<file path="src/rtl/lcd_pkg.sv">
// lcd_pkg
// Shared definitions for the HD44780-compatible character LCD controller:
//   - lcd_state_t : controller / bus-strobe state encoding
//   - HD44780 instruction bytes used by the init ROM and the autowrap logic
//   - delay constants in nanoseconds
//   - cyc()/div_cyc()/max3() constant helpers that turn delays into clock cycles
package lcd_pkg;

    typedef enum logic [2:0] {
        S_PWRUP,
        S_INIT,
        S_IDLE,
        S_SETUP,
        S_EHIGH,
        S_EHOLD,
        S_EXEC
    } lcd_state_t;

    // HD44780 instructions
    localparam logic [7:0] CLEAR      = 8'h01;
    localparam logic [7:0] HOME       = 8'h02;
    localparam logic [7:0] ENTRY_INC  = 8'h06;
    localparam logic [7:0] DISP_ON    = 8'h0C;
    localparam logic [7:0] DISP_OFF   = 8'h08;
    localparam logic [7:0] FSET_4B    = 8'h28;  // 4-bit bus, 2 lines, 5x8 font
    localparam logic [7:0] FSET_8B    = 8'h38;  // 8-bit bus, 2 lines, 5x8 font
    localparam logic [7:0] FSET_N_BIT = 8'h08;  // cleared for a 1-line display
    localparam logic [7:0] DDRAM_L0   = 8'h80;
    localparam logic [7:0] DDRAM_L1   = 8'hC0;

    // Controller delays in ns
    localparam longint unsigned T_PWRUP_NS = 64'd15_000_000;
    localparam longint unsigned T_WAKE1_NS = 64'd4_100_000;
    localparam longint unsigned T_WAKE2_NS = 64'd100_000;
    localparam longint unsigned T_CLEAR_NS = 64'd1_640_000;
    localparam longint unsigned T_EXEC_NS  = 64'd40_000;

    // ceil(ns * clk_hz / 1e9); 64-bit product keeps 15 ms at several GHz exact
    function automatic int unsigned cyc(input longint unsigned ns,
                                        input longint unsigned clk_hz);
        longint unsigned c;
        c = (ns * clk_hz + 64'd999_999_999) / 64'd1_000_000_000;
        return 32'(c);
    endfunction

    // Floor division with a 1-cycle minimum so no wait ever degenerates to zero
    function automatic int unsigned div_cyc(input int unsigned c,
                                            input int unsigned div);
        int unsigned d;
        d = (div == 0) ? c : c / div;
        return (d == 0) ? 1 : d;
    endfunction

    function automatic int unsigned max3(input int unsigned a,
                                         input int unsigned b,
                                         input int unsigned c);
        int unsigned m;
        m = (a > b) ? a : b;
        return (m > c) ? m : c;
    endfunction

endpackage

</file>
<file path="src/rtl/lcd_bus_strobe.sv">
// lcd_bus_strobe
// Drives one write cycle on the LCD bus: setup (rs/data valid, E low),
// E high pulse, then E low hold. The nibble/byte and rs are latched on
// start and stay stable until the next start, so they cover the whole cycle.
// Ports:
//   clk, rst        : clock, asynchronous active-high reset
//   start           : one-cycle request, honoured only when idle
//   rs, data        : register select and bus value for this pulse
//   done            : high for the last hold cycle (one cycle)
//   lcd_data/e/rs   : registered LCD pins
module lcd_bus_strobe
    import lcd_pkg::*;
#(
    parameter int          BUS_WIDTH = 4,
    parameter int unsigned SETUP_CYC = 20,
    parameter int unsigned EPW_CYC   = 100,
    parameter int unsigned HOLD_CYC  = 100
) (
    input  logic                 clk,
    input  logic                 rst,
    input  logic                 start,
    input  logic                 rs,
    input  logic [BUS_WIDTH-1:0] data,
    output logic                 done,
    output logic [BUS_WIDTH-1:0] lcd_data,
    output logic                 lcd_e,
    output logic                 lcd_rs
);

    localparam int unsigned MAX_CYC = max3(SETUP_CYC, EPW_CYC, HOLD_CYC);
    localparam int          SW      = $clog2(MAX_CYC) + 1;

    lcd_state_t      state;
    logic [SW-1:0]   cnt;

    // Done is combinational so the top can start the next pulse or the
    // execution wait on the very edge the hold period ends.
    assign done = (state == S_EHOLD) && (cnt == '0);

    always_ff @(posedge clk or posedge rst) begin
        if (rst) begin
            state    <= S_IDLE;
            cnt      <= '0;
            lcd_data <= '0;
            lcd_e    <= 1'b0;
            lcd_rs   <= 1'b0;
        end else begin
            case (state)
                S_IDLE: begin
                    if (start) begin
                        lcd_data <= data;
                        lcd_rs   <= rs;
                        cnt      <= SW'(SETUP_CYC - 1);
                        state    <= S_SETUP;
                    end
                end
                S_SETUP: begin
                    if (cnt == '0) begin
                        lcd_e <= 1'b1;
                        cnt   <= SW'(EPW_CYC - 1);
                        state <= S_EHIGH;
                    end else begin
                        cnt <= cnt - 1'b1;
                    end
                end
                S_EHIGH: begin
                    if (cnt == '0) begin
                        lcd_e <= 1'b0;
                        cnt   <= SW'(HOLD_CYC - 1);
                        state <= S_EHOLD;
                    end else begin
                        cnt <= cnt - 1'b1;
                    end
                end
                S_EHOLD: begin
                    if (cnt == '0) begin
                        state <= S_IDLE;
                    end else begin
                        cnt <= cnt - 1'b1;
                    end
                end
                default: state <= S_IDLE;
            endcase
        end
    end

endmodule

</file>
<file path="src/rtl/lcd_char_ctrl.sv">
// lcd_char_ctrl
// HD44780-compatible character LCD controller. Runs the power-on init
// sequence, then accepts instruction/data bytes over a valid/ready
// handshake and sends them with timed execution waits (no busy polling).
// Optional feature macro: LCD_AUTOWRAP_EN (column/line tracking with
// automatic set-DDRAM-address insertion at the end of a line).
// Ports:
//   clk, rst             : clock, asynchronous active-high reset
//   cmd_valid/cmd_ready  : byte handshake; transfer on valid && ready
//   cmd_rs, cmd_data     : 0 = instruction, 1 = DDRAM data; byte value
//   init_done            : init sequence finished (sticky until rst)
//   busy                 : registered inverse of cmd_ready
//   lcd_data/e/rs/rw     : LCD pins (rw tied low, write-only)
module lcd_char_ctrl
    import lcd_pkg::*;
#(
    parameter longint unsigned CLK_FREQ_HZ    = 200_000_000,
    parameter int              BUS_WIDTH      = 4,
    parameter int              NUM_LINES      = 2,
    parameter int              CHARS_PER_LINE = 16,
    parameter int unsigned     T_SETUP_NS     = 100,
    parameter int unsigned     T_EPW_NS       = 500,
    parameter int unsigned     T_HOLD_NS      = 500,
    parameter int unsigned     DELAY_DIV      = 1
) (
    input  logic                 clk,
    input  logic                 rst,
    input  logic                 cmd_valid,
    output logic                 cmd_ready,
    input  logic                 cmd_rs,
    input  logic [7:0]           cmd_data,
    output logic                 init_done,
    output logic                 busy,
    output logic [BUS_WIDTH-1:0] lcd_data,
    output logic                 lcd_e,
    output logic                 lcd_rs,
    output logic                 lcd_rw
);

    // Bus timing is never divided; ms/us class waits are.
    localparam int unsigned SETUP_CYC = div_cyc(cyc(T_SETUP_NS, CLK_FREQ_HZ), 1);
    localparam int unsigned EPW_CYC   = div_cyc(cyc(T_EPW_NS, CLK_FREQ_HZ), 1);
    localparam int unsigned HOLD_CYC  = div_cyc(cyc(T_HOLD_NS, CLK_FREQ_HZ), 1);
    localparam int unsigned PWRUP_CYC = div_cyc(cyc(T_PWRUP_NS, CLK_FREQ_HZ), DELAY_DIV);
    localparam int unsigned WAKE1_CYC = div_cyc(cyc(T_WAKE1_NS, CLK_FREQ_HZ), DELAY_DIV);
    localparam int unsigned WAKE2_CYC = div_cyc(cyc(T_WAKE2_NS, CLK_FREQ_HZ), DELAY_DIV);
    localparam int unsigned CLEAR_CYC = div_cyc(cyc(T_CLEAR_NS, CLK_FREQ_HZ), DELAY_DIV);
    localparam int unsigned EXEC_CYC  = div_cyc(cyc(T_EXEC_NS, CLK_FREQ_HZ), DELAY_DIV);
    localparam int unsigned MAX_WAIT  = max3(PWRUP_CYC, WAKE1_CYC, CLEAR_CYC);
    localparam int          DW        = $clog2(MAX_WAIT) + 1;

    // Init ROM layout: wake-up steps first (three 0x3 plus 0x2 on a 4-bit
    // bus), then function set, display off, clear, entry mode, display on.
    localparam int FIRST_BYTE = (BUS_WIDTH == 4) ? 4 : 3;
    localparam int LAST_STEP  = FIRST_BYTE + 4;
    localparam logic [7:0] FSET_BASE = (BUS_WIDTH == 4) ? FSET_4B : FSET_8B;
    localparam logic [7:0] FSET = (NUM_LINES == 2) ? FSET_BASE : (FSET_BASE & ~FSET_N_BIT);

    lcd_state_t            state;
    logic [DW-1:0]         dcnt;
    logic [3:0]            step;
    logic [7:0]            tx_byte;
    logic                  tx_rs;
    logic                  tx_single;
    logic [DW-1:0]         tx_wait;
    logic                  phase_low;
    logic                  strobe_start;
    logic                  strobe_done;
    logic [BUS_WIDTH-1:0]  strobe_data;
    logic [7:0]            rom_byte;
    logic                  rom_single;
    logic [DW-1:0]         rom_wait;

`ifdef LCD_AUTOWRAP_EN
    localparam int COL_W = 7;
    logic [COL_W-1:0]      col;
    logic                  line;
    logic                  pending;
    logic [7:0]            pend_byte;
`endif

    assign lcd_rw = 1'b0;

    function automatic logic [DW-1:0] exec_wait(input logic rs, input logic [7:0] data);
        if (!rs && (data == CLEAR || data == HOME || data == 8'h03))
            return DW'(CLEAR_CYC);
        return DW'(EXEC_CYC);
    endfunction

    // Wake-up steps are stored as bytes so the high nibble carries the
    // 4-bit value; they are always a single pulse.
    always_comb begin
        rom_byte   = 8'h30;
        rom_single = 1'b1;
        rom_wait   = DW'(WAKE2_CYC);
        if (step < 4'(FIRST_BYTE)) begin
            rom_byte = (step == 4'd3) ? 8'h20 : 8'h30;
            rom_wait = (step == 4'd0) ? DW'(WAKE1_CYC) : DW'(WAKE2_CYC);
        end else begin
            rom_single = (BUS_WIDTH == 8);
            case (step - 4'(FIRST_BYTE))
                4'd0:    rom_byte = FSET;
                4'd1:    rom_byte = DISP_OFF;
                4'd2:    rom_byte = CLEAR;
                4'd3:    rom_byte = ENTRY_INC;
                default: rom_byte = DISP_ON;
            endcase
            rom_wait = exec_wait(1'b0, rom_byte);
        end
    end

    generate
        if (BUS_WIDTH == 4) begin : g_bus4
            assign strobe_data = phase_low ? tx_byte[3:0] : tx_byte[7:4];
        end else begin : g_bus8
            assign strobe_data = tx_byte;
        end
    endgenerate

    lcd_bus_strobe #(
        .BUS_WIDTH (BUS_WIDTH),
        .SETUP_CYC (SETUP_CYC),
        .EPW_CYC   (EPW_CYC),
        .HOLD_CYC  (HOLD_CYC)
    ) u_strobe (
        .clk      (clk),
        .rst      (rst),
        .start    (strobe_start),
        .rs       (tx_rs),
        .data     (strobe_data),
        .done     (strobe_done),
        .lcd_data (lcd_data),
        .lcd_e    (lcd_e),
        .lcd_rs   (lcd_rs)
    );

    // S_SETUP here means "a transfer is on the bus"; the strobe sub-module
    // owns the SETUP/EHIGH/EHOLD detail.
    always_ff @(posedge clk or posedge rst) begin
        if (rst) begin
            state        <= S_PWRUP;
            dcnt         <= DW'(PWRUP_CYC - 1);
            step         <= '0;
            tx_byte      <= '0;
            tx_rs        <= 1'b0;
            tx_single    <= 1'b0;
            tx_wait      <= '0;
            phase_low    <= 1'b0;
            strobe_start <= 1'b0;
            cmd_ready    <= 1'b0;
            busy         <= 1'b1;
            init_done    <= 1'b0;
`ifdef LCD_AUTOWRAP_EN
            col          <= '0;
            line         <= 1'b0;
            pending      <= 1'b0;
            pend_byte    <= '0;
`endif
        end else begin
            strobe_start <= 1'b0;
            case (state)
                S_PWRUP: begin
                    if (dcnt == '0) begin
                        step  <= '0;
                        state <= S_INIT;
                    end else begin
                        dcnt <= dcnt - 1'b1;
                    end
                end
                S_INIT: begin
                    tx_byte      <= rom_byte;
                    tx_rs        <= 1'b0;
                    tx_single    <= rom_single;
                    tx_wait      <= rom_wait;
                    phase_low    <= 1'b0;
                    strobe_start <= 1'b1;
                    state        <= S_SETUP;
                end
                S_IDLE: begin
                    if (cmd_valid && cmd_ready) begin
                        cmd_ready    <= 1'b0;
                        busy         <= 1'b1;
                        phase_low    <= 1'b0;
                        tx_single    <= (BUS_WIDTH == 8);
                        strobe_start <= 1'b1;
                        state        <= S_SETUP;
`ifdef LCD_AUTOWRAP_EN
                        if (cmd_rs && col == COL_W'(CHARS_PER_LINE)) begin
                            // Line full: move the cursor first, send the byte after
                            pending   <= 1'b1;
                            pend_byte <= cmd_data;
                            tx_byte   <= (!line && NUM_LINES == 2) ? DDRAM_L1 : DDRAM_L0;
                            tx_rs     <= 1'b0;
                            tx_wait   <= DW'(EXEC_CYC);
                            line      <= (NUM_LINES == 2) ? ~line : 1'b0;
                            col       <= COL_W'(1);
                        end else begin
                            tx_byte <= cmd_data;
                            tx_rs   <= cmd_rs;
                            tx_wait <= exec_wait(cmd_rs, cmd_data);
                            if (cmd_rs) begin
                                col <= col + 1'b1;
                            end else if (cmd_data == CLEAR) begin
                                col  <= '0;
                                line <= 1'b0;
                            end else if (cmd_data[7]) begin
                                line <= cmd_data[6];
                                col  <= COL_W'(cmd_data[5:0]);
                            end
                        end
`else
                        tx_byte <= cmd_data;
                        tx_rs   <= cmd_rs;
                        tx_wait <= exec_wait(cmd_rs, cmd_data);
`endif
                    end
                end
                S_SETUP: begin
                    if (strobe_done) begin
                        if (!tx_single && !phase_low) begin
                            phase_low    <= 1'b1;
                            strobe_start <= 1'b1;
                        end else begin
                            dcnt  <= tx_wait - 1'b1;
                            state <= S_EXEC;
                        end
                    end
                end
                S_EXEC: begin
                    if (dcnt != '0) begin
                        dcnt <= dcnt - 1'b1;
                    end else if (!init_done) begin
                        if (step == 4'(LAST_STEP)) begin
                            init_done <= 1'b1;
                            cmd_ready <= 1'b1;
                            busy      <= 1'b0;
                            state     <= S_IDLE;
                        end else begin
                            step  <= step + 1'b1;
                            state <= S_INIT;
                        end
`ifdef LCD_AUTOWRAP_EN
                    end else if (pending) begin
                        pending      <= 1'b0;
                        tx_byte      <= pend_byte;
                        tx_rs        <= 1'b1;
                        tx_wait      <= DW'(EXEC_CYC);
                        phase_low    <= 1'b0;
                        strobe_start <= 1'b1;
                        state        <= S_SETUP;
`endif
                    end else begin
                        cmd_ready <= 1'b1;
                        busy      <= 1'b0;
                        state     <= S_IDLE;
                    end
                end
                default: state <= S_PWRUP;
            endcase
        end
    end

endmodule

</file>
<file path="config.mk">
export PLATFORM = sky130hd
export DESIGN_NAME = lcd_char_ctrl
export DESIGN_NICKNAME = d
export VERILOG_FILES = /design/src/rtl/lcd_pkg.sv /design/src/rtl/lcd_bus_strobe.sv /design/src/rtl/lcd_char_ctrl.sv
export SDC_FILE = /design/constraint.sdc
export NUM_CORES = 1
export LEC_CHECK = 0
export ABC_AREA = 1
export BUFFER_PORTS_ARGS = -buffer_cell sky130_fd_sc_hd__buf_2
export CORE_MARGIN = 2
export CORE_UTILIZATION = 62
export CTS_CLUSTER_DIAMETER = 50
export DETAILED_ROUTE_END_ITERATION = 6
export GPL_TIMING_DRIVEN = 0
export HOLD_SLACK_MARGIN = 0.1
export PLACE_DENSITY = 0.89
export RECOVER_POWER = 100
export SETUP_SLACK_MARGIN = 0.2
export SKIP_LAST_GASP = 1
export SLEW_MARGIN = 5
export SYNTH_ARGS = -nofsm -noshare
export SYNTH_HDL_FRONTEND = slang
export SYNTH_SLANG_ARGS = --single-unit
</file>
<file path="constraint.sdc">
create_clock -name clk -period 2.6 [get_ports clk]
set_clock_uncertainty 0.05 [all_clocks]
set_input_delay 0.39 -clock clk [delete_from_list [all_inputs] [get_ports clk]]
set_output_delay 0.39 -clock clk [all_outputs]
set_load 0.1 [all_outputs]
</file>
Word level (Yosys, flattened, before mapping)
Cells that the tools add are included.
- register bits after elaboration: 85
- latch bits: 0
- RAM bits: 0
- memory bits (read-only): 0
- bits of input ports: 12
- output and inout bits: 10
- logic and storage cells: 168
- memories kept: 0
- add/sub/neg operators: 5
- multiply operators: 0
- div/mod/pow operators: 0
- order comparisons: 1
- eq/ne operators: 35
- shift operators: 0
- multiplexer cells: 73
- bitwise gates (word level): 1
- reduce and logical (&&, ||, !) cells: 36
- operator list (operator ; count):
    $mux W23 ; 10
    $pmux W23 S3 ; 1
    $mux W8 ; 6
    $pmux W23 S2 ; 1
    $sub A23 B1 Y23 const B ; 2
    $eq A8 B2 Y1 const B ; 4
    $mux W3 ; 10
    $ne A2 B2 Y1 const B ; 13
    $mux W1 ; 24
    $pmux W6 S4 ; 1
    $pmux W8 S3 ; 1
    $logic_not A23 Y1 ; 1
    $reduce_bool A23 Y1 ; 1
    $mux W20 ; 1
    $mux W4 ; 5
    $eq A8 B1 Y1 const B ; 2
    $pmux W8 S2 ; 1
    $pmux W3 S5 ; 1
    $reduce_and A5 Y1 ; 3
    $eq A3 B2 Y1 const B ; 4
    $eq A4 B2 Y1 const B ; 3
    $pmux W3 S4 ; 1
    $reduce_and A4 Y1 ; 3
    $pmux W1 S2 ; 5
    other kinds (26) ; 47

Logic depth before layout (Yosys ltp)
Gate-level depths: netlist of the first run.
- depth in word-level cells: 12
- gate-level depth with buffers: 14
- depth with buffers taken out: 14

Modules after synthesis
Synthesis of the first run repeated with hierarchy kept, for this count alone.
- cell total of the unflattened synthesis: 604
- area, all modules: 4554.4 um^2
- modules (own cells, without submodules) (module ; times used ; cells each ; area each (um^2) ; seq. area each (um^2)):
    lcd_char_ctrl ; 1 ; 470 ; 3488.3 ; 1371.3
    lcd_bus_strobe ; 1 ; 134 ; 1066.0 ; 426.7

Worst setup path before layout of the first run
No wires, ideal clock.
- kind: reg-to-reg
- from: reg state[2]
- to: reg dcnt[20]
- library setup time: 116 ps
- arrival time: 1916 ps
- required time: 2434 ps
- slack: 517 ps
- cell stages (with the launch flop): 14
- buffers on the path: 2
- clock period less this slack: 2083 ps
- cells stage by stage: dfrtp_1 -> inv_2 -> nand3_4 -> buf_8 -> buf_6 -> nand2_1 -> ha_1 -> nand3_2 -> nor2_4 -> nand2_2 -> nor3_2 -> nand2_1 -> nand2_1 -> nand2_1
- word-level cells in the longest chain between the ends: 3
- elaborated cells on any way between the ends: 10
- classes of those cells: eq/ne: 6; mux: 1; reduce/logical: 3
- ends and longest elaborated chain (item ; RTL line ; RTL):
    start: declaration ; lcd_char_ctrl.sv:59 ; lcd_state_t state;
    start signal: assignment ; lcd_char_ctrl.sv:141 ; state <= S_PWRUP;
    start signal: assignment ; lcd_char_ctrl.sv:165 ; state <= S_INIT;
    start signal: assignment ; lcd_char_ctrl.sv:177 ; state <= S_SETUP;
    $eq A3 B3 Y1, or another cell as far along ; lcd_char_ctrl.sv:161 ; case (state)
    $ne A2 B2 Y1 (no line) or $reduce_bool A3 Y1 (tied branches) ; n/a ;
    $reduce_and A5 Y1 (no line) ; n/a ;
    end signal: assignment ; lcd_char_ctrl.sv:142 ; dcnt <= DW'(PWRUP_CYC - 1);
    end signal: assignment ; lcd_char_ctrl.sv:167 ; dcnt <= dcnt - 1'b1;
    end signal: assignment ; lcd_char_ctrl.sv:224 ; dcnt <= tx_wait - 1'b1;
    end: declaration ; lcd_char_ctrl.sv:60 ; logic [DW-1:0] dcnt;
Several ways; a longest one is shown, not always the timed one.
A chain may end at the register's enable or synchronous reset.

Final worst setup path of the first run
- from: reg state[2]
- to: reg dcnt[18]
Same word-level chain as after synthesis.

==> results of run 1 <==
[layer usage]
| layer | share of wire | routed length [um] | vias up | GRT usage |
|---|---|---|---|---|
| met4 | 0.022 | 219 | 0 | 0.120 |
| li1 | - | - | 1915 | - |
| met5 | 0 | 0 | - | 0 |
| met3 | 0.069 | 700 | 20 | 0.0427 |
| met1 | 0.42 | 4270 | 1858 | 0.384 |
| met2 | 0.49 | 4950 | 161 | 0.484 |
[worst paths after layout]
path,to,cells past startpoint
max in group asynchronous,dcnt[17]$_DFFE_PP0P_,2
min in group asynchronous,u_strobe.cnt[4]$_DFFE_PP0P_,2
worst max register to register,dcnt[18]$_DFFE_PP1P_,13
worst min-delay path,tx_byte[7]$_DFFE_PP0P_,3
worst max-delay path,dcnt[18]$_DFFE_PP1P_,13
worst min register to register,dcnt[19]$_DFFE_PP1P_,2
[cells in the final DEF, fill, tap and decap left out, types with 7 or more instances in the layout]
master	netlist	final
o21ai_0	36	39
clkbuf_1	1	10
clkbuf_8	0	9
nand2_1	169	170
inv_1	71	74
xor2_1	8	8
dfstp_2	17	17
buf_2	0	11
o21ai_1	11	9
a21oi_1	12	12
dfrtp_1	54	54
nor2_1	67	69
nand2_2	9	8
nand3_1	34	36
nor3_1	7	7
nor2_2	9	7
[cells by family after synthesis]
logic type,Yosys count,share of synthesized area
other,1,0.000873
DFF,71,0.419
AOI/OAI and AO/OA,85,0.113
and+or+nand+nor,318,0.332
adders and majority gates,7,0.0204
buffers and inverters,89,0.0941
xor gates and xnor gates,10,0.0204
[worst max-delay path: stages, from the launching register on]
cell,delay [ns]
dfrtp_1,0.46
inv_4,0.13
nand3_4,0.12
buf_8,0.18
buf_6,0.14
nand2_1,0.12
ha_4,0.17
nand3_2,0.11
nor2_4,0.18
nand3_1,0.22
nor2_1,0.16
nand2_1,0.09
nand3_1,0.10
nand2_1,0.07
[power groups by stage]
stage | clock [W] | combinational (W) | sequential [W]
6_report | 0.000920 | 0.0000406 | 0.00110
5_1_grt | 0.000977 | 0.0000476 | 0.00110
4_1_cts | 0.000923 | 0.0000427 | 0.00110
3_5_place_dp | 0 | 0.0000427 | 0.00113
3_3_place_gp | 0 | 0.0000417 | 0.00113
2_1_floorplan | 0 | 0.0000261 | 0.00113
[stage by stage]
| step | TNS, ns | cell area [sq um] | hold slack [ns] | setup WS (ns) | utilization |
|---|---|---|---|---|---|
| 5_1_grt | 0 | 4710 | 0.226 | 0.0881 | 0.696 |
| 4_1_cts | 0 | 4700 | 0.186 | 0.233 | 0.696 |
| 3_3_place_gp | -23.03 | 4500 | 0.411 | -0.431 | 0.665 |
| 3_5_place_dp | 0 | 4500 | 0.419 | 0.231 | 0.666 |
| 2_1_floorplan | 0 | 4300 | 0.399 | 0.392 | - |
| 6_report | 0 | 4710 | 0.207 | 0.215 | 0.696 |
[final cells by class]
cell class	count	area, sq um	area share
flip-flops and latches	71	1800	0.382
inverters	78	298	0.0633
clock buffers	9	124	0.0263
clock inverters	7	78.8	0.0168
well taps	80	100	0.0213
multi-input cells	421	2090	0.444
repair buffers	24	119	0.0253
plain buffers	11	97.6	0.0207
[repair_timing]
item / 4_1_cts / 5_1_grt
pin swaps: 0 / 1
gates cloned: 0 / 0
endpoints found under the setup margin: 1 / 7
gates resized for setup: 1 / 4
buffers inserted: 0 / 4
[registers in the layout (all words and copies together), names as in the netlist]
name,cells
init_done,1
cmd_ready,1
state,3
u_strobe.lcd_rs,1
u_strobe.cnt,8
u_strobe.state,3
strobe_start,1
tx_rs,1
u_strobe.lcd_e,1
tx_wait,10
tx_byte,8
step,4
dcnt,23
phase_low,1
u_strobe.lcd_data,4
busy,1
==> reports/qor.yml, run 1 <==
synth_common_cells: "nand2_1, inv_1, nor2_1, dfrtp_1, o21ai_0"
power_density_nw_per_um2: 439
synth_area_leaders: "dfrtp_1, nand2_1, dfstp_2"
status: "completed"
drive_gt1_frac: 0.153
fill_cells: 544
synthArstFlopShare: 1.00
routed_via_density: 5.64
die_w_um: 87.2
endpoint_kind: "flip-flop"
start_util: 0.636
crit_arrival_ns: 2.62
worstHoldStart: "cmd_data[7]"
syn-num-nets: 600
wire_per_inst_um: 14.5
grt_max_degree: 72
yosys.area.top_type: "dfrtp_1"
swShare: 0.242
worstReg2RegStart: "state[2]$_DFFE_PP0P_"
p_total_w: 0.00207
yosys.cell_types.count: 43
netlist_instances: 581
fin_crit_ns: 2.39
portBuffers: 20
drt-initial-drc-count: 307
fin_crit_sh: 0.917
grtUsageTotal: 0.292
synth_ff_type: "dfrtp_1"
clockRootBuffer: "clkbuf_8"
io_pins: 22
gp_congestion: 0.935
hold_path_class: "in -> reg"
final_max_slew_viol_count: 0
hold_viol_final: 0
syn-cell-area_sq_um: 4300
ys_seq_area_frac: 0.419
path_class: "reg -> reg"
ctsHtreeMaxLevel: 3
switchingPower_w: 0.000499
synth.most_common_cell: "nand2_1"
p_seq_frac: 0.535
area_delta_synth_final_pct: 9.55
synth-seq-cells: 71
drc: 0
n_antenna_cell: 0
antenna_found_initial: 0
place_hpwl_um: 7240
synth_top_cell_area_share: 0.315
grt_pass1_wl_um: 17300
fmax_ghz: 0.419
clk_latency_ns: 0.36
cap_violations: 0
cts_tree: "done"
vias: 3954
place_inst: 681
fin_nets: 635
overflow: 0
grt_pass1_vias: 3890
stdcell_count: 701
cts_buffer_depth: 2
die_y_um: 87.2
startpoint_type: "flip-flop"
cts_sinks: 71
rows: 30
cts_buffers: 9
rsz0062_at_grt: "false"
ant_nets: 0
startpoint: "state[2]$_DFFE_PP0P_"
relSlewSlack: 0.0410
first_pass_iters: 5
die_area_sq_um: 7610
synth_edf_count: 0
r2r_slack_ns: 0.21
power_frac_clock: 0.445
path_clk_slew_ns: 0.09
setup_viol: 0
cp_max_fo: 10
worst_pin_slew_ns: 1.44
max-vdd-ir-drop_uv: 273
drt_wl_total_um: 10100
p_comb_frac: 0.020
cp.required_ns: 2.83
p_leak_nw: 2.44
cts_hold_buf: 0
p_int_w: 0.00157
core_region_area_sq_um: 6760
ys_warn_count: 0
syn_area_per_cell_sq_um: 7.39
Power figures use the tool's default switching activity.
==> run 2, diff against run 1 <==
CORE_UTILIZATION = 65   (was 62)
PLACE_DENSITY = 0.92   (was 0.89)
clock period = 2.8 ns   (was 2.6 ns; I/O delays follow)
==> reports/qor.yml, run 2 (synthesis results as in run 1) <==
status: "completed"  # unchanged
gp_congestion: 0.927  # was 0.935
hold_viol_final: 0  # unchanged
fin_area_sq_um: 4650  # was 4710 sq um
p_leak_nw: 2.41  # was 2.44 nW
first_pass_iters: 5  # unchanged
placedInstanceArea_sq_um: 4490  # was 4500 sq um
hold_depth: 3  # unchanged
stdcell_count: 696  # was 701
use_met3: 0.0545  # was 0.0427
startpoint_type: "flip-flop"  # unchanged
largest_register: "dcnt"  # unchanged
setup_viol: 0  # unchanged
clockRootBuffer: "clkbuf_8"  # unchanged
relSlewSlack: 0.0488  # was 0.0410
die_y_um: 85.3  # was 87.2 um
fmax_ghz: 0.403  # was 0.419 GHz
die_area_sq_um: 7270  # was 7610 sq um
worst_pin_slew_ns: 1.43  # was 1.44 ns
path_cells: "inv_2 -> nor2_1 -> inv_2 -> nor2_1 -> inv_4 -> nor2_8 -> nor2_2 -> inv_1 -> buf_4 -> a31oi_1"  # was inv_4 -> nand3_4 -> buf_8 -> buf_6 -> nand2_1 -> ha_4 -> nand3_2 -> nor2_4 -> nand3_1 -> nor2_1 -> nand2_1 -> nand3_1 -> nand2_1
critPathBufInv: 5  # was 3
die_w_um: 85.3  # was 87.2 um
fin_ws_ns: 0.318  # was 0.215 ns
drive_gt1_frac: 0.147  # was 0.153
r2r_end: "tx_byte[0]$_DFFE_PP0P_"  # was dcnt[18]$_DFFE_PP1P_
routed_via_density: 5.66  # was 5.64
power_density_nw_per_um2: 408  # was 439 nW/um^2
fin_nets: 633  # was 635
drt_wl_total_um: 10100  # about the same
gr-max-usage-layer: "met2"  # unchanged
cts_buffers: 9  # unchanged
cp_max_fo: 10  # unchanged
final_common_cell: "nand2_1"  # unchanged
grt_pass1_vias: 3875  # was 3890
cts_sinks: 71  # unchanged
portBuffers: 20  # unchanged
drt-initial-drc-count: 385  # was 307
rows: 29  # was 30
place_inst: 678  # was 681
io_pins: 22  # unchanged
final_max_slew_viol_count: 0  # unchanged
critPathTopFamily: "simple AND/OR/NAND/NOR gates"  # unchanged
path_clk_slew_ns: 0.08  # was 0.09 ns
grtUsageTotal: 0.303  # was 0.292
core_region_area_sq_um: 6390  # was 6760 sq um
crit_arrival_ns: 2.67  # was 2.62 ns
fin_crit_sh: 0.887  # was 0.917
endpoint_kind: "flip-flop"  # unchanged
layout_common_cells: "nand2_1, inv_1, nor2_1, dfrtp_1, o21ai_0"  # unchanged
holdPathEnd: "tx_byte[7]$_DFFE_PP0P_"  # unchanged
antenna_found_initial: 0  # unchanged
worstHoldStart: "cmd_data[7]"  # unchanged
largest_reg_flops: 23  # unchanged
reg2regPathDepth: 10  # was 13
dp_slack_ns: 0.346  # was 0.231 ns
reg_top3: "dcnt x23, tx_wait x10"  # unchanged
final_core_util: 0.729  # was 0.696
n_antenna_cell: 0  # unchanged
place_hpwl_um: 7390  # was 7240 um
cts_buffer_depth: 2  # unchanged
path_class: "reg -> reg"  # unchanged
gr-usage-met2: 0.513  # was 0.484
fin_crit_ns: 2.48  # was 2.39 ns
cap_violations: 0  # unchanged
cts_tree: "done"  # unchanged
start_util: 0.673  # was 0.636
wire_per_inst_um: 14.5  # about the same
use_met1: 0.395  # was 0.384
r2r_slack_ns: 0.32  # was 0.21 ns
cp.required_ns: 2.99  # was 2.83 ns
drc: 0  # unchanged
max-vdd-ir-drop_uv: 312  # was 273 uV
fill_cells: 478  # was 544
overflow: 0  # unchanged
vias: 3939  # was 3954
ant_nets: 0  # unchanged
crit_path_max_incr_delay_ns: 0.53  # was 0.46 ns
grt_max_degree: 72  # unchanged
ctsHtreeMaxLevel: 3  # unchanged
hold_path_class: "in -> reg"  # unchanged
clk_latency_ns: 0.36  # about the same
rsz0062_at_grt: "false"  # unchanged
worstReg2RegStart: "state[1]$_DFFE_PP0P_"  # was state[2]$_DFFE_PP0P_
grt_pass1_wl_um: 17700  # was 17300 um
cp_slowest_cell: "nor2_1"  # was dfrtp_1
whs_ns: 0.242  # was 0.207 ns
area_delta_synth_final_pct: 8.36  # was 9.55%
run 2: per-layer routing:
metal  vias to the layer above  routed length (um)
met2                       165                4940
li1                       1905                   -
met1                      1847                4310
met5                         -                   0
met4                         0                 189
met3                        22                 627
run 2: area by class of cell:
type | count | area [sq um] | area share
clock inverters | 6 | 68.8 | 0.0148
plain buffers | 11 | 103 | 0.0220
clock buffers | 10 | 128 | 0.0274
repair buffers | 22 | 104 | 0.0223
multi-input cells | 421 | 2060 | 0.442
well taps | 77 | 96.3 | 0.0207
flip-flops and latches | 71 | 1800 | 0.387
inverters | 78 | 298 | 0.0640
run 2: worst max-delay path by stage:
stage | cells past startpoint | slack, ns | to | from
5_1_grt | 10 | 0.11 | tx_byte[4]$_DFFE_PP0P_ | state[1]$_DFFE_PP0P_
6_report | 10 | 0.32 | tx_byte[0]$_DFFE_PP0P_ | state[1]$_DFFE_PP0P_
3_3_place_gp | 2 | -0.23 | dcnt[6]$_DFFE_PP0P_ | rst
2_1_floorplan | 1 | 0.56 | cmd_ready$_DFFE_PP0P_ | rst
4_1_cts | 13 | 0.32 | dcnt[20]$_DFFE_PP0P_ | state[2]$_DFFE_PP0P_
3_5_place_dp | 13 | 0.35 | dcnt[20]$_DFFE_PP0P_ | state[2]$_DFFE_PP0P_
run 2: timing repair:
action / 4_1_cts / 5_1_grt
hold buffers: 0 / 0
buffers inserted: 0 / 2
resized for setup: 0 / 3
endpoints found under the hold margin: 0 / 0
endpoints found under the setup margin: 0 / 2
run 2: per-stage QoR:
stage | TNS, ns | total power [W]
6_report | 0 | 0.00190
5_1_grt | 0 | 0.00195
4_1_cts | 0 | 0.00191
3_5_place_dp | 0 | 0.00108
3_3_place_gp | -12.15 | 0.00108
2_1_floorplan | 0 | 0.00107
run 2: power breakdown:
group          switching (W)  internal, W  total [W]  leakage [nW]
registers                  0      0.00103    0.00103         0.861
clock network       0.000419     0.000416   0.000836        0.0968
logic              0.0000305   0.00000753  0.0000380          1.46
run 2: tightest hold or removal path, cell delays in order:
cell and delay, ns:
buf_2 0.09, nand2_1 0.05, o21ai_0 0.06
==> run 3, diff against run 2 <==
CORE_MARGIN = default   (was 2)
CORE_UTILIZATION = 55   (was 65)
PLACE_DENSITY = 0.81   (was 0.92)
==> reports/qor.yml, run 3 (synthesis results as in run 1) <==
fin_crit_ns: 2.49  # was 2.48 ns
drc: 0  # unchanged
die_w_um: 90.4  # was 85.3 um
whs_ns: 0.239  # was 0.242 ns
power_frac_clock: 0.446  # was 0.440
worstReg2RegStart: "state[2]$_DFFE_PP0P_"  # was state[1]$_DFFE_PP0P_
fin_nets: 633  # unchanged
critPathTopFamily: "simple AND/OR/NAND/NOR gates"  # unchanged
dp_slack_ns: 0.397  # was 0.346 ns
stdcell_count: 718  # was 696
grt_pass1_vias: 3727  # was 3875
drive_gt1_frac: 0.145  # was 0.147
critPathBufInv: 3  # was 5
drt_wl_total_um: 9570  # was 10100 um
ctsHtreeMaxLevel: 3  # unchanged
power_density_nw_per_um2: 410  # was 408 nW/um^2
final_max_slew_viol_count: 0  # unchanged
fmax_ghz: 0.401  # was 0.403 GHz
max-vdd-ir-drop_uv: 310  # was 312 uV
grtUsageTotal: 0.255  # was 0.303
p_comb_frac: 0.023  # was 0.020
grt_max_degree: 50  # was 72
clockRootBuffer: "clkbuf_8"  # unchanged
gp_congestion: 0.905  # was 0.927
cts_tree: "done"  # unchanged
place_inst: 701  # was 678
area_delta_synth_final_pct: 9.58  # was 8.36%
crit_path_max_incr_delay_ns: 0.45  # was 0.53 ns
vias: 3817  # was 3939
endpoint_kind: "flip-flop"  # unchanged
setup_viol: 0  # unchanged
final_common_cell: "nand2_1"  # unchanged
path_cells: "inv_1 -> nand3_4 -> buf_8 -> buf_6 -> nand2_1 -> ha_1 -> nand3_2 -> nor2_4 -> nand2_2 -> nor3_2 -> nand2_1 -> nand2_1 -> nand2_1"  # was inv_2 -> nor2_1 -> inv_2 -> nor2_1 -> inv_4 -> nor2_8 -> nor2_2 -> inv_1 -> buf_4 -> a31oi_1
switchingPower_w: 0.000470  # was 0.000450 W
p_leak_nw: 2.42  # was 2.41 nW
n_antenna_cell: 0  # unchanged
status: "completed"  # unchanged
drt-initial-drc-count: 230  # was 385
worst_pin_slew_ns: 1.17  # was 1.43 ns
largest_register: "dcnt"  # unchanged
ant_nets: 0  # unchanged
finalSetupTns_ns: 0  # unchanged
cp_slowest_cell: "dfrtp_1"  # was nor2_1
place_hpwl_um: 7070  # was 7390 um
rows: 31  # was 29
path_clk_slew_ns: 0.09  # was 0.08 ns
overflow: 0  # unchanged
worstHoldStart: "cmd_data[7]"  # unchanged
swShare: 0.243  # was 0.237
cp.required_ns: 3.01  # was 2.99 ns
crit_arrival_ns: 2.70  # was 2.67 ns
cts_resized: 0  # unchanged
cap_violations: 0  # unchanged
io_pins: 22  # unchanged
rsz0062_at_grt: "false"  # unchanged
die_area_sq_um: 8170  # was 7270 sq um
hold_viol_final: 0  # unchanged
fin_ws_ns: 0.306  # was 0.318 ns
p_seq_frac: 0.531  # was 0.540
hold_path_class: "in -> reg"  # unchanged
die_y_um: 90.4  # was 85.3 um
p_int_w: 0.00146  # was 0.00145 W
fin_crit_sh: 0.891  # was 0.887
wire_per_inst_um: 13.3  # was 14.5 um
reg_top3: "dcnt x23, tx_wait x10"  # unchanged
startpoint: "state[2]$_DFFE_PP0P_"  # was state[1]$_DFFE_PP0P_
start_util: 0.580  # was 0.673
cts_buffer_depth: 2  # unchanged
layout_common_cells: "nand2_1, nor2_1, inv_1, dfrtp_1, o21ai_0"  # was nand2_1, inv_1, nor2_1, dfrtp_1, o21ai_0
routed_via_density: 5.32  # was 5.66
portBuffers: 20  # unchanged
cts_buffers: 9  # unchanged
startpoint_type: "flip-flop"  # unchanged
cp_max_fo: 10  # unchanged
grt_pass1_wl_um: 16700  # was 17700 um
cpMostUsedCell: "nand2_1"
largest_reg_flops: 23  # unchanged
first_pass_iters: 5  # unchanged
clk_latency_ns: 0.37  # was 0.36 ns
core_region_area_sq_um: 7410  # was 6390 sq um
path_class: "reg -> reg"  # unchanged
relSlewSlack: 0.224  # was 0.0488
p_total_w: 0.00193  # was 0.00190 W
antenna_found_initial: 0  # unchanged
cts_sinks: 71  # unchanged
[run 3: cell types whose count changed in the layout (fill, tap and decap cells not counted), sizes merged]
cell | before | now
clkbuf | 21 | 20
inv | 79 | 80
dlygate4sd3 | 0 | 1
clkinvlp | 1 | 2
clkinv | 3 | 2
buf | 22 | 21
[run 3: layout make-up]
class | instances | area, sq um
Inverter | 78 | 297
Clock buffer | 9 | 124
Clock inverter | 7 | 80.1
Sequential cell | 71 | 1800
Buffer | 11 | 106
Tap cell | 99 | 124
Multi-Input combinational cell | 421 | 2050
Timing Repair Buffer | 22 | 126
Fill cell | 638 | 2700
[run 3: metrics by stage]
step / util / cell area, sq um
3_3_place_gp: 0.610 / 4520
5_1_grt: 0.635 / 4710
3_5_place_dp: 0.614 / 4550
4_1_cts: 0.643 / 4760
2_1_floorplan: - / 4300
6_report: 0.635 / 4710
[run 3: path summary, 6_finish.rpt]
| kind | slack (ns) | to | cells after the start |
|---|---|---|---|
| max | 0.31 | dcnt[20]$_DFFE_PP0P_ | 13 |
| min in group asynchronous | 0.75 | u_strobe.state[2]$_DFFE_PP0P_ | 3 |
| min | 0.24 | tx_byte[7]$_DFFE_PP0P_ | 3 |
| min reg2reg | 0.43 | dcnt[15]$_DFFE_PP1P_ | 2 |
| max reg2reg | 0.31 | dcnt[20]$_DFFE_PP0P_ | 13 |
| max in group asynchronous | 1.17 | dcnt[7]$_DFFE_PP1P_ | 4 |
[run 3: power groups by stage]
stage / logic [W] / registers (W) / clock network [W]
after detailed placement: 0.0000451 / 0.00105 / 0
final: 0.0000444 / 0.00103 / 0.000861
after CTS: 0.0000464 / 0.00103 / 0.000872
after global placement: 0.0000390 / 0.00105 / 0
after floorplan: 0.0000242 / 0.00105 / 0
after global routing: 0.0000509 / 0.00103 / 0.000915
[run 3: routing by layer]
| layer | track usage | share of wire |
|---|---|---|
| met5 | 0 | 0 |
| met4 | 0.0833 | 0.015 |
| met3 | 0.0488 | 0.047 |
| met2 | 0.413 | 0.47 |
| met1 | 0.345 | 0.47 |
[run 3: timing repair]
| item | 4_1_cts | 5_1_grt |
|---|---|---|
| setup buffers | 0 | 0 |
| endpoints found under the hold margin | 16 | 0 |
| hold buffers | 1 | 0 |
[run 3: worst min-delay path: stages]
cell and delay, ns:
buf_2 0.09, nand2_1 0.05, o21ai_1 0.06
